## config.mk

```make
export PLATFORM = sky130hd
export DESIGN_NAME = load_store_unit
export DESIGN_NICKNAME = d
export VERILOG_FILES = /design/src/rtl/load_store_unit.sv
export SDC_FILE = /design/constraint.sdc
export NUM_CORES = 1
export LEC_CHECK = 0
export ABC_CLOCK_PERIOD_IN_PS = 2400
export BUFFER_PORTS_ARGS = -buffer_cell sky130_fd_sc_hd__clkbuf_2
export CAP_MARGIN = 40
export CELL_PAD_IN_SITES_DETAIL_PLACEMENT = 1
export CELL_PAD_IN_SITES_GLOBAL_PLACEMENT = 1
export CORE_AREA = 8 8 164 166
export CTS_CLUSTER_SIZE = 10
export DETAILED_ROUTE_END_ITERATION = 16
export DIE_AREA = 0 0 172 174
export PLACE_DENSITY_LB_ADDON = 0.05
export SLEW_MARGIN = 30
export SYNTH_ARGS = -nofsm -noshare
export SYNTH_HDL_FRONTEND = slang
export SYNTH_SLANG_ARGS = --single-unit
```

## constraint.sdc

```tcl
create_clock -name clk -period 2.4 [get_ports clk]
set_clock_uncertainty 0.2 [all_clocks]
set_input_delay 0.36 -clock clk [delete_from_list [all_inputs] [get_ports clk]]
set_output_delay 0.36 -clock clk [all_outputs]
set_load 0.01 [all_outputs]
```

## src/rtl/load_store_unit.sv

```systemverilog
// Byte-addressed RV32 load/store front end for a word-addressed memory.
// Sub-word stores read-modify-write; word-crossing accesses split into two words.
module load_store_unit #(
  parameter int MEMORY_DEPTH = 1024,
  parameter int MEMORY_WIDTH = 32
) (
  input  logic                    clk,
  input  logic                    rst,
  input  logic                    req_valid,
  output logic                    req_ready,
  input  logic                    req_we,
  input  logic [2:0]              req_funct3,
  input  logic [31:0]             req_addr,
  input  logic [31:0]             req_wdata,
  output logic                    resp_valid,
  output logic                    resp_error,
  output logic [31:0]             resp_rdata,
  output logic [31:0]             mem_addr,
  output logic [MEMORY_WIDTH-1:0] mem_write_data,
  output logic                    mem_write_enable,
  input  logic [MEMORY_WIDTH-1:0] mem_read_data
);

  localparam int AW = $clog2(MEMORY_DEPTH);

  typedef enum logic [3:0] {
    IDLE, LD0, LD1, ST0R, ST0W, ST1R, ST1W, RESP, ERR
  } state_t;

  state_t r_state, w_next;

  logic          r_we;
  logic [2:0]    r_funct3;
  logic [31:0]   r_addr;
  logic [31:0]   r_wdata;
  logic [31:0]   r_buf0;
  logic [31:0]   r_buf1;
  logic [31:0]   r_merged;

  logic [1:0]    w_off;
  logic [AW-1:0] w_word0;
  logic [AW-1:0] w_word1;
  logic [2:0]    w_size;
  logic          w_cross;
  logic          w_aligned_sw;
  logic          w_req_legal;
  logic [31:0]   w_sizemask;
  logic [63:0]   w_mask64;
  logic [63:0]   w_data64;
  logic [31:0]   w_merge_lo;
  logic [31:0]   w_merge_hi;
  logic [31:0]   w_load;
  logic [31:0]   w_load_ext;
  logic          w_unused_addr;

  assign w_off        = r_addr[1:0];
  assign w_word0      = r_addr[AW+1:2];
  assign w_word1      = w_word0 + AW'(1);
  assign w_unused_addr = ^r_addr[31:AW+2];

  always_comb begin
    w_size     = 3'd4;
    w_sizemask = 32'hFFFF_FFFF;
    case (r_funct3[1:0])
      2'b00: begin w_size = 3'd1; w_sizemask = 32'h0000_00FF; end
      2'b01: begin w_size = 3'd2; w_sizemask = 32'h0000_FFFF; end
      default: ;
    endcase
  end

  assign w_cross      = ({1'b0, w_off} + w_size) > 3'd4;
  assign w_aligned_sw = (r_funct3 == 3'b010) && (w_off == 2'b00);

  assign w_req_legal = req_we ? (req_funct3 inside {3'b000, 3'b001, 3'b010})
                              : (req_funct3 inside {3'b000, 3'b001, 3'b010, 3'b100, 3'b101});

  // Store bytes and lane mask placed in the 8-byte window {word1, word0}
  assign w_mask64   = {32'b0, w_sizemask} << {w_off, 3'b000};
  assign w_data64   = {32'b0, r_wdata} << {w_off, 3'b000};
  assign w_merge_lo = (mem_read_data & ~w_mask64[31:0])  | (w_data64[31:0]  & w_mask64[31:0]);
  assign w_merge_hi = (mem_read_data & ~w_mask64[63:32]) | (w_data64[63:32] & w_mask64[63:32]);

  assign w_load = 32'({r_buf1, r_buf0} >> {w_off, 3'b000});

  always_comb begin
    w_load_ext = w_load;
    case (r_funct3)
      3'b000:  w_load_ext = {{24{w_load[7]}}, w_load[7:0]};
      3'b001:  w_load_ext = {{16{w_load[15]}}, w_load[15:0]};
      3'b100:  w_load_ext = {24'b0, w_load[7:0]};
      3'b101:  w_load_ext = {16'b0, w_load[15:0]};
      default: w_load_ext = w_load;
    endcase
  end

  always_ff @(posedge clk) begin
    if (rst) begin
      r_state  <= IDLE;
      r_we     <= 1'b0;
      r_funct3 <= '0;
      r_addr   <= '0;
      r_wdata  <= '0;
      r_buf0   <= '0;
      r_buf1   <= '0;
      r_merged <= '0;
    end else begin
      r_state <= w_next;
      case (r_state)
        IDLE: if (req_valid) begin
          r_we     <= req_we;
          r_funct3 <= req_funct3;
          r_addr   <= req_addr;
          r_wdata  <= req_wdata;
        end
        LD0:  r_buf0   <= mem_read_data;
        LD1:  r_buf1   <= mem_read_data;
        ST0R: r_merged <= w_merge_lo;
        ST1R: r_merged <= w_merge_hi;
        default: ;
      endcase
    end
  end

  always_comb begin
    w_next           = r_state;
    req_ready        = 1'b0;
    resp_valid       = 1'b0;
    resp_error       = 1'b0;
    resp_rdata       = '0;
    mem_addr         = 32'(w_word0);
    mem_write_data   = r_merged;
    mem_write_enable = 1'b0;
    case (r_state)
      IDLE: begin
        req_ready = 1'b1;
        if (req_valid) begin
          if (!w_req_legal)                                        w_next = ERR;
          else if (!req_we)                                        w_next = LD0;
          else if (req_funct3 == 3'b010 && req_addr[1:0] == 2'b00) w_next = ST0W;
          else                                                     w_next = ST0R;
        end
      end
      LD0:  w_next = w_cross ? LD1 : RESP;
      LD1: begin
        mem_addr = 32'(w_word1);
        w_next   = RESP;
      end
      ST0R: w_next = ST0W;
      ST0W: begin
        mem_write_enable = !rst;
        mem_write_data   = w_aligned_sw ? r_wdata : r_merged;
        w_next           = w_cross ? ST1R : RESP;
      end
      ST1R: begin
        mem_addr = 32'(w_word1);
        w_next   = ST1W;
      end
      ST1W: begin
        mem_addr         = 32'(w_word1);
        mem_write_enable = !rst;
        w_next           = RESP;
      end
      RESP: begin
        resp_valid = 1'b1;
        resp_rdata = r_we ? 32'b0 : w_load_ext;
        w_next     = IDLE;
      end
      ERR: begin
        resp_valid = 1'b1;
        resp_error = 1'b1;
        w_next     = IDLE;
      end
      default: w_next = IDLE;
    endcase
  end

endmodule

```

# Word-level counts from Yosys, hierarchy flattened
# Cells that the tools add are included.
[op_classes]
n_addsub = 2
magnitude_cmp = 1
eq_ne = 18
shifts = 3
n_mux = 21
n_bitwise = 8
n_reduce_logical = 17
[ops]
columns = ["operator", "n"]
rows = [
  ["32-bit bitwise AND", 4],
  ["32-bit two-way mux", 4],
  ["32-bit one-hot mux with 2 select lines", 2],
  ["32-bit one-hot mux with 4 select lines", 1],
  ["32-bit by 5-bit left shift with 64-bit output", 2],
  ["32-bit inverter", 2],
  ["32-bit OR", 2],
  ["64-bit by 5-bit >> shifter with 32-bit output", 1],
  ["4-bit one-hot mux with 6 select lines", 1],
  ["4-bit by 3-bit equality test with 1-bit output (second input constant)", 4],
  ["3-bit equality test (second input constant)", 4],
  ["10-bit by 1-bit adder with 10-bit output (second input constant)", 1],
  ["10-bit two-way mux", 1],
  ["3-bit two-way mux", 3],
  ["4-bit by 2-bit equality test with 1-bit output (second input constant)", 2],
  ["4-bit two-way mux", 2],
  ["3-bit by 1-bit equality test with 1-bit output (second input constant)", 2],
  ["3-bit by 2-bit equality test with 1-bit output (second input constant)", 2],
  ["2-bit logical NOT", 3],
  ["3-bit logical NOT", 2],
  ["3-bit one-hot mux with 2 select lines", 1],
  ["2-bit OR reduction", 3],
  ["1-bit two-way mux", 5],
  ["5-bit nonzero test", 1],
  ["other kinds (14)", 15],
]
[totals]
register_bits = 148
inputBits = 103
out_inout_bits = 100
wordCells = 78

# Logic depth before layout (Yosys ltp)
[logic_depth]
depth_word = 7
mapped_depth = 11
depth_no_buf = 9

# Worst setup path before layout
# OpenSTA, ideal clock, no wires.
[synth_path]
kind = "register -> register"
start = "reg r_addr[1]"
end = "reg r_state[0]"
setup_time_ns = 0.070
arrival_time_ns = 2.294
required_time_ns = 2.130
path_slack_ns = -0.164
path_stages_with_launch = 11
n_path_buf = 4
synth_period_minus_slack_ns = 2.564
cell_sequence = "dfxtp_1 buf_6 buf_6 buf_4 buf_2 inv_1 fa_1 xnor2_1 a2111oi_0 o21bai_1 a21oi_1"
[synth_between]
elab_chain_len = 4
[synth_rtl]
columns = ["element", "line_no", "rtl"]
rows = [
  ["from (decl)", "34", "logic [31:0] r_addr;"],
  ["from (signal assigned)", "112", "r_addr <= req_addr;"],
  ["2-bit by 3-bit adder with 3-bit output", "71", "assign w_cross = ({1'b0, w_off} + w_size) > 3'd4;"],
  ["3-bit greater-than comparator", "71", ""],
  ["3-bit two-way mux", "143", "LD0: w_next = w_cross ? LD1 : RESP;"],
  ["4-bit one-hot mux with 6 select lines", "133", "case (r_state)"],
  ["to (signal assigned)", "107", "r_state <= w_next;"],
  ["to (decl)", "30", "state_t r_state, w_next;"],
]
# Every way passes these cells.
# A chain may end at the register's enable or synchronous reset.

# Worst setup path in the final report
[layout_path]
start = "reg r_addr[1]"
end = "out resp_rdata[18]"
[layout_between]
elab_chain_len = 4
[layout_rtl]
columns = ["element", "line_no", "rtl"]
rows = [
  ["64-bit by 5-bit >> shifter with 32-bit output", "83", "assign w_load = 32'({r_buf1, r_buf0} >> {w_off, 3'b000});"],
  ["32-bit one-hot mux with 4 select lines", "87", "case (r_funct3)"],
  ["32-bit two-way mux", "165", "resp_rdata = r_we ? 32'b0 : w_load_ext;"],
  ["32-bit two-way mux", "133", ""],
  ["to (decl)", "17", "output logic [31:0] resp_rdata,"],
]
# Every way passes these cells.

==> flow_metrics.py <==
metrics = {
    "status": {
        "status": "finished, violations left",
        "violations": "negative setup slack",
    },
    "synthesis": {
        "compound_cell_area_share_of_the_yosys_netlist_pct": 17.5,
        "post_synth_fa_ha_maj_area_fraction_pct": 0.671,
        "fraction_of_registers_with_async_set_reset_pct": 0,
        "synth_top_family_by_area": "multiplexers",
        "synthDistinctLibCells": 67,
        "warning_count_from_the_yosys_run": 0,
        "synth.top_cell.area_share_pct": 32.7,
        "synth_xor_area_share_pct": 1.12,
        "fraction_of_the_mapped_netlist_area_in_simple_logic_gates_pct": 18.9,
        "synth.top_cells.by_area": "sky130_fd_sc_hd__dfxtp_1, sky130_fd_sc_hd__nand2_1, sky130_fd_sc_hd__a21oi_1",
        "post_synth_most_frequent_cells": "sky130_fd_sc_hd__nand2_1, sky130_fd_sc_hd__dfxtp_1, sky130_fd_sc_hd__a21oi_1",
        "synth.area.mux_share_pct": 20.9,
        "syn-instance-count": 1035,
        "sequential_cell_area_fraction_in_the_yosys_report_pct": 32.7,
        "synth_area_per_cell_sq_um": 8.29,
        "area_leader_netlist": "sky130_fd_sc_hd__dfxtp_1",
        "synth.cell_area_sq_um": 8580,
        "yosysMostFrequentCell": "sky130_fd_sc_hd__nand2_1",
        "synth-edff-count": 0,
        "ys_seq_elements": 140,
        "synthFlopType": "sky130_fd_sc_hd__dfxtp_1",
    },
    "finish": {
        "layout-area-overhead-vs-synth_pct": 35.0,
        "final_design_area_excluding_fillers_sq_um": 11600,
        "final_layout_size_suffix_gt1_share_pct": 33.1,
        "nFillCells": 2963,
        "num-nets-final": 1359,
        "stdcell_count": 1595,
        "antenna-diode-count": 0,
    },
    "sta": {
        "final-hold-violation-count": 0,
        "fin_hold_ws_ns": 0.0253,
        "maxClockFrequency_mhz": 376,
        "grt_setup_unrepaired": "true",
        "final_critical_path_setup_slack_ns": -0.257,
        "setup_viol": 73,
        "worst-slew-pin-transition_ns": 0.681,
        "final_max_slew_viol_count": 0,
        "final_period_minus_worst_setup_slack_ns": 2.66,
        "final_min_period_over_clock_period_pct": 111,
        "slew_headroom_pct": 54.6,
    },
    "grt": {
        "grt_max_degree": 139,
        "grt_pass1_wl_microns": 51600,
        "grt.overflow.total": 0,
        "groute.usage.overall_pct": 22.3,
        "grt_antenna_before_repair": 0,
        "number_of_global_route_vias_before_repair": 8859,
    },
    "power": {
        "total_leakage_power_nw": 4.56,
        "ir_drop_v": 0.000389,
        "fin_total_pwr_mw": 11.0,
        "power-per-cell-area_nw_per_um2": 947,
    },
    "drt": {
        "total_wirelength_microns": 33900,
        "antenna_left": 0,
        "average_wire_length_per_cell_after_detail_routing_microns": 21.3,
        "dr.first_iter.drc_count": 412,
        "dr.pass1.iters": 5,
        "detail_route.drc_violations": 0,
        "via_density_per_instance": 5.25,
        "vias": 8376,
    },
    "critical_path": {
        "critical-path-top-delay-family": "compound AO/OA/AOI/OAI gates",
        "setup.worst_path.class": "flop to output pin",
        "path_common_cell": "sky130_fd_sc_hd__buf_6",
        "crit_path_cell_trace": "mux2_4 > a22o_4 > o2111ai_4 > buf_6 > nand2_2 > buf_6",
        "crit_required_ns": 1.84,
        "worst_ep_arrival_time_ns": 2.10,
        "critPathSlowestCell": "sky130_fd_sc_hd__dfxtp_4",
        "max_stage_delay_ns": 0.41,
        "cp-end-kind": "output pin",
        "critPathMaxFanout": 7,
        "cp-start-kind": "flop",
        "worst-path-buf-inv": 2,
    },
    "job": {
        "timing.max_cap.violations": 0,
    },
    "clock_tree": {
        "clk_path_buf_depth": 2,
        "cts.root.buffer_cell": "sky130_fd_sc_hd__clkbuf_16",
        "clock_latency_ns": 0.43,
        "clk_transition_reported_paths_ns": 0.06,
        "cts_inserted_buffers": 17,
        "cts_sink_cnt": 140,
        "cts_tree": "yes",
        "htree_num_levels": 4,
    },
    "placed_design": {
        "io_buffer_count": 160,
        "gp_congestion": 0.811,
        "dpl-instance-area_sq_um": 9710,
        "detailed_place_hpwl_microns": 23300,
        "placed_cell_count": 1479,
    },
    "floorplanning": {
        "core-area_sq_um": 24500,
        "effective_utilization_at_floorplan_pct": 35.0,
        "chipHeight_microns": 174,
        "die_w_microns": 172,
        "floorplan.die_area_sq_um": 29900,
        "placementRows": 58,
        "io_pins": 203,
    },
    "min_path": {
        "worstHoldPathType": "input port to flop",
    },
}
logic make-up (layout without fill, tap and decap cells):
group	Yosys count	in the layout
buffers and inverters	124	333
AOI/OAI and AO/OA	253	253
other	1	22
xor gates and xnor gates	11	11
muxes	138	138
adders and majority gates	4	4
DFF	140	140
and+or+nand+nor	364	364
sequential cells by signal, indices dropped and copies added (netlist names):
register,flops
r_state,4
r_addr,12
r_wdata,32
r_buf1,24
r_merged,32
r_buf0,32
r_we,1
r_funct3,3
final timing paths:
path                            slack [ns]     startpoint        endpoint  cells past startpoint
worst max-delay path                 -0.26      r_addr[1]  resp_rdata[18]                      6
worst min-delay path                  0.03  req_funct3[2]      r_state[3]                      3
worst max register to register        0.15    r_funct3[1]      r_state[0]                      9
worst min register to register        0.26     r_buf0[15]      r_buf0[15]                      2
worst reg2reg max path, stage by stage (launching register included):
cell and delay (ns):
sky130_fd_sc_hd__dfxtp_1 0.33, sky130_fd_sc_hd__or2_1 0.25, sky130_fd_sc_hd__inv_2 0.07, sky130_fd_sc_hd__ha_1 0.13
sky130_fd_sc_hd__inv_1 0.05, sky130_fd_sc_hd__fa_2 0.53, sky130_fd_sc_hd__nand2_2 0.07, sky130_fd_sc_hd__a2111oi_4 0.29
sky130_fd_sc_hd__o21bai_1 0.15, sky130_fd_sc_hd__a21oi_1 0.13
routing by layer:
metal  up-vias  wire [microns]  part of all wire, %  track usage [%]
li1       4031               -                    -                -
met1      4109           14900                   44             28.0
met2       195           16700                   49             37.9
met3        41            1520                  4.5             3.54
met4         0             858                  2.5             7.55
met5         -               0                    0                0
per-stage QoR:
stage,TNS [ns],utilization [%],worst slack (ns)
finish,-11.74,47.3,-0.257
global route,-16.16,47.3,-0.320
CTS,-13.65,46.1,-0.286
detailed placement,0,39.6,0.110
global placement,0,39.6,0.143
floorplan,0,-,0.0135
power breakdown:
group          switching [mW]  leakage (nW)  internal, mW
Sequential              0.616          1.14          2.83
Clock                    1.15         0.290          1.58
Combinational            2.65          3.13          2.15
Total                    4.42          4.56          6.55
cell type report:
class	instances	area (sq um)	share of cell area (%)
multi-input cells	792	5450	47.0
flip-flops and latches	140	2820	24.3
repair buffers	285	2250	19.5
clock buffers	18	439	3.79
well taps	330	413	3.56
clock inverters	14	159	1.37
inverters	16	60.1	0.518
cells in the final DEF, fill, tap and decap left out, types with 17 or more instances in the layout:
cell type                       instances
sky130_fd_sc_hd__a211oi_1              43
sky130_fd_sc_hd__a21oi_1              129
sky130_fd_sc_hd__buf_2                 17
sky130_fd_sc_hd__buf_4                 41
sky130_fd_sc_hd__buf_6                 18
sky130_fd_sc_hd__clkbuf_16             21
sky130_fd_sc_hd__clkbuf_2             135
sky130_fd_sc_hd__conb_1                22
sky130_fd_sc_hd__dfxtp_1              134
sky130_fd_sc_hd__dlygate4sd3_1         51
sky130_fd_sc_hd__mux2_2                46
sky130_fd_sc_hd__mux2i_1               57
sky130_fd_sc_hd__mux4_2                28
sky130_fd_sc_hd__nand2_1              242
sky130_fd_sc_hd__nor2_1                29
sky130_fd_sc_hd__o21ai_0               34
what timing repair did:
action	CTS	global route
endpoints found under the hold margin	52	0
pin swaps	20	12
setup endpoints to repair	74	88
gates cloned	4	5
setup buffers	19	8
resized for setup	66	69
hold buffers	51	0
Power figures use the tool's default switching activity.
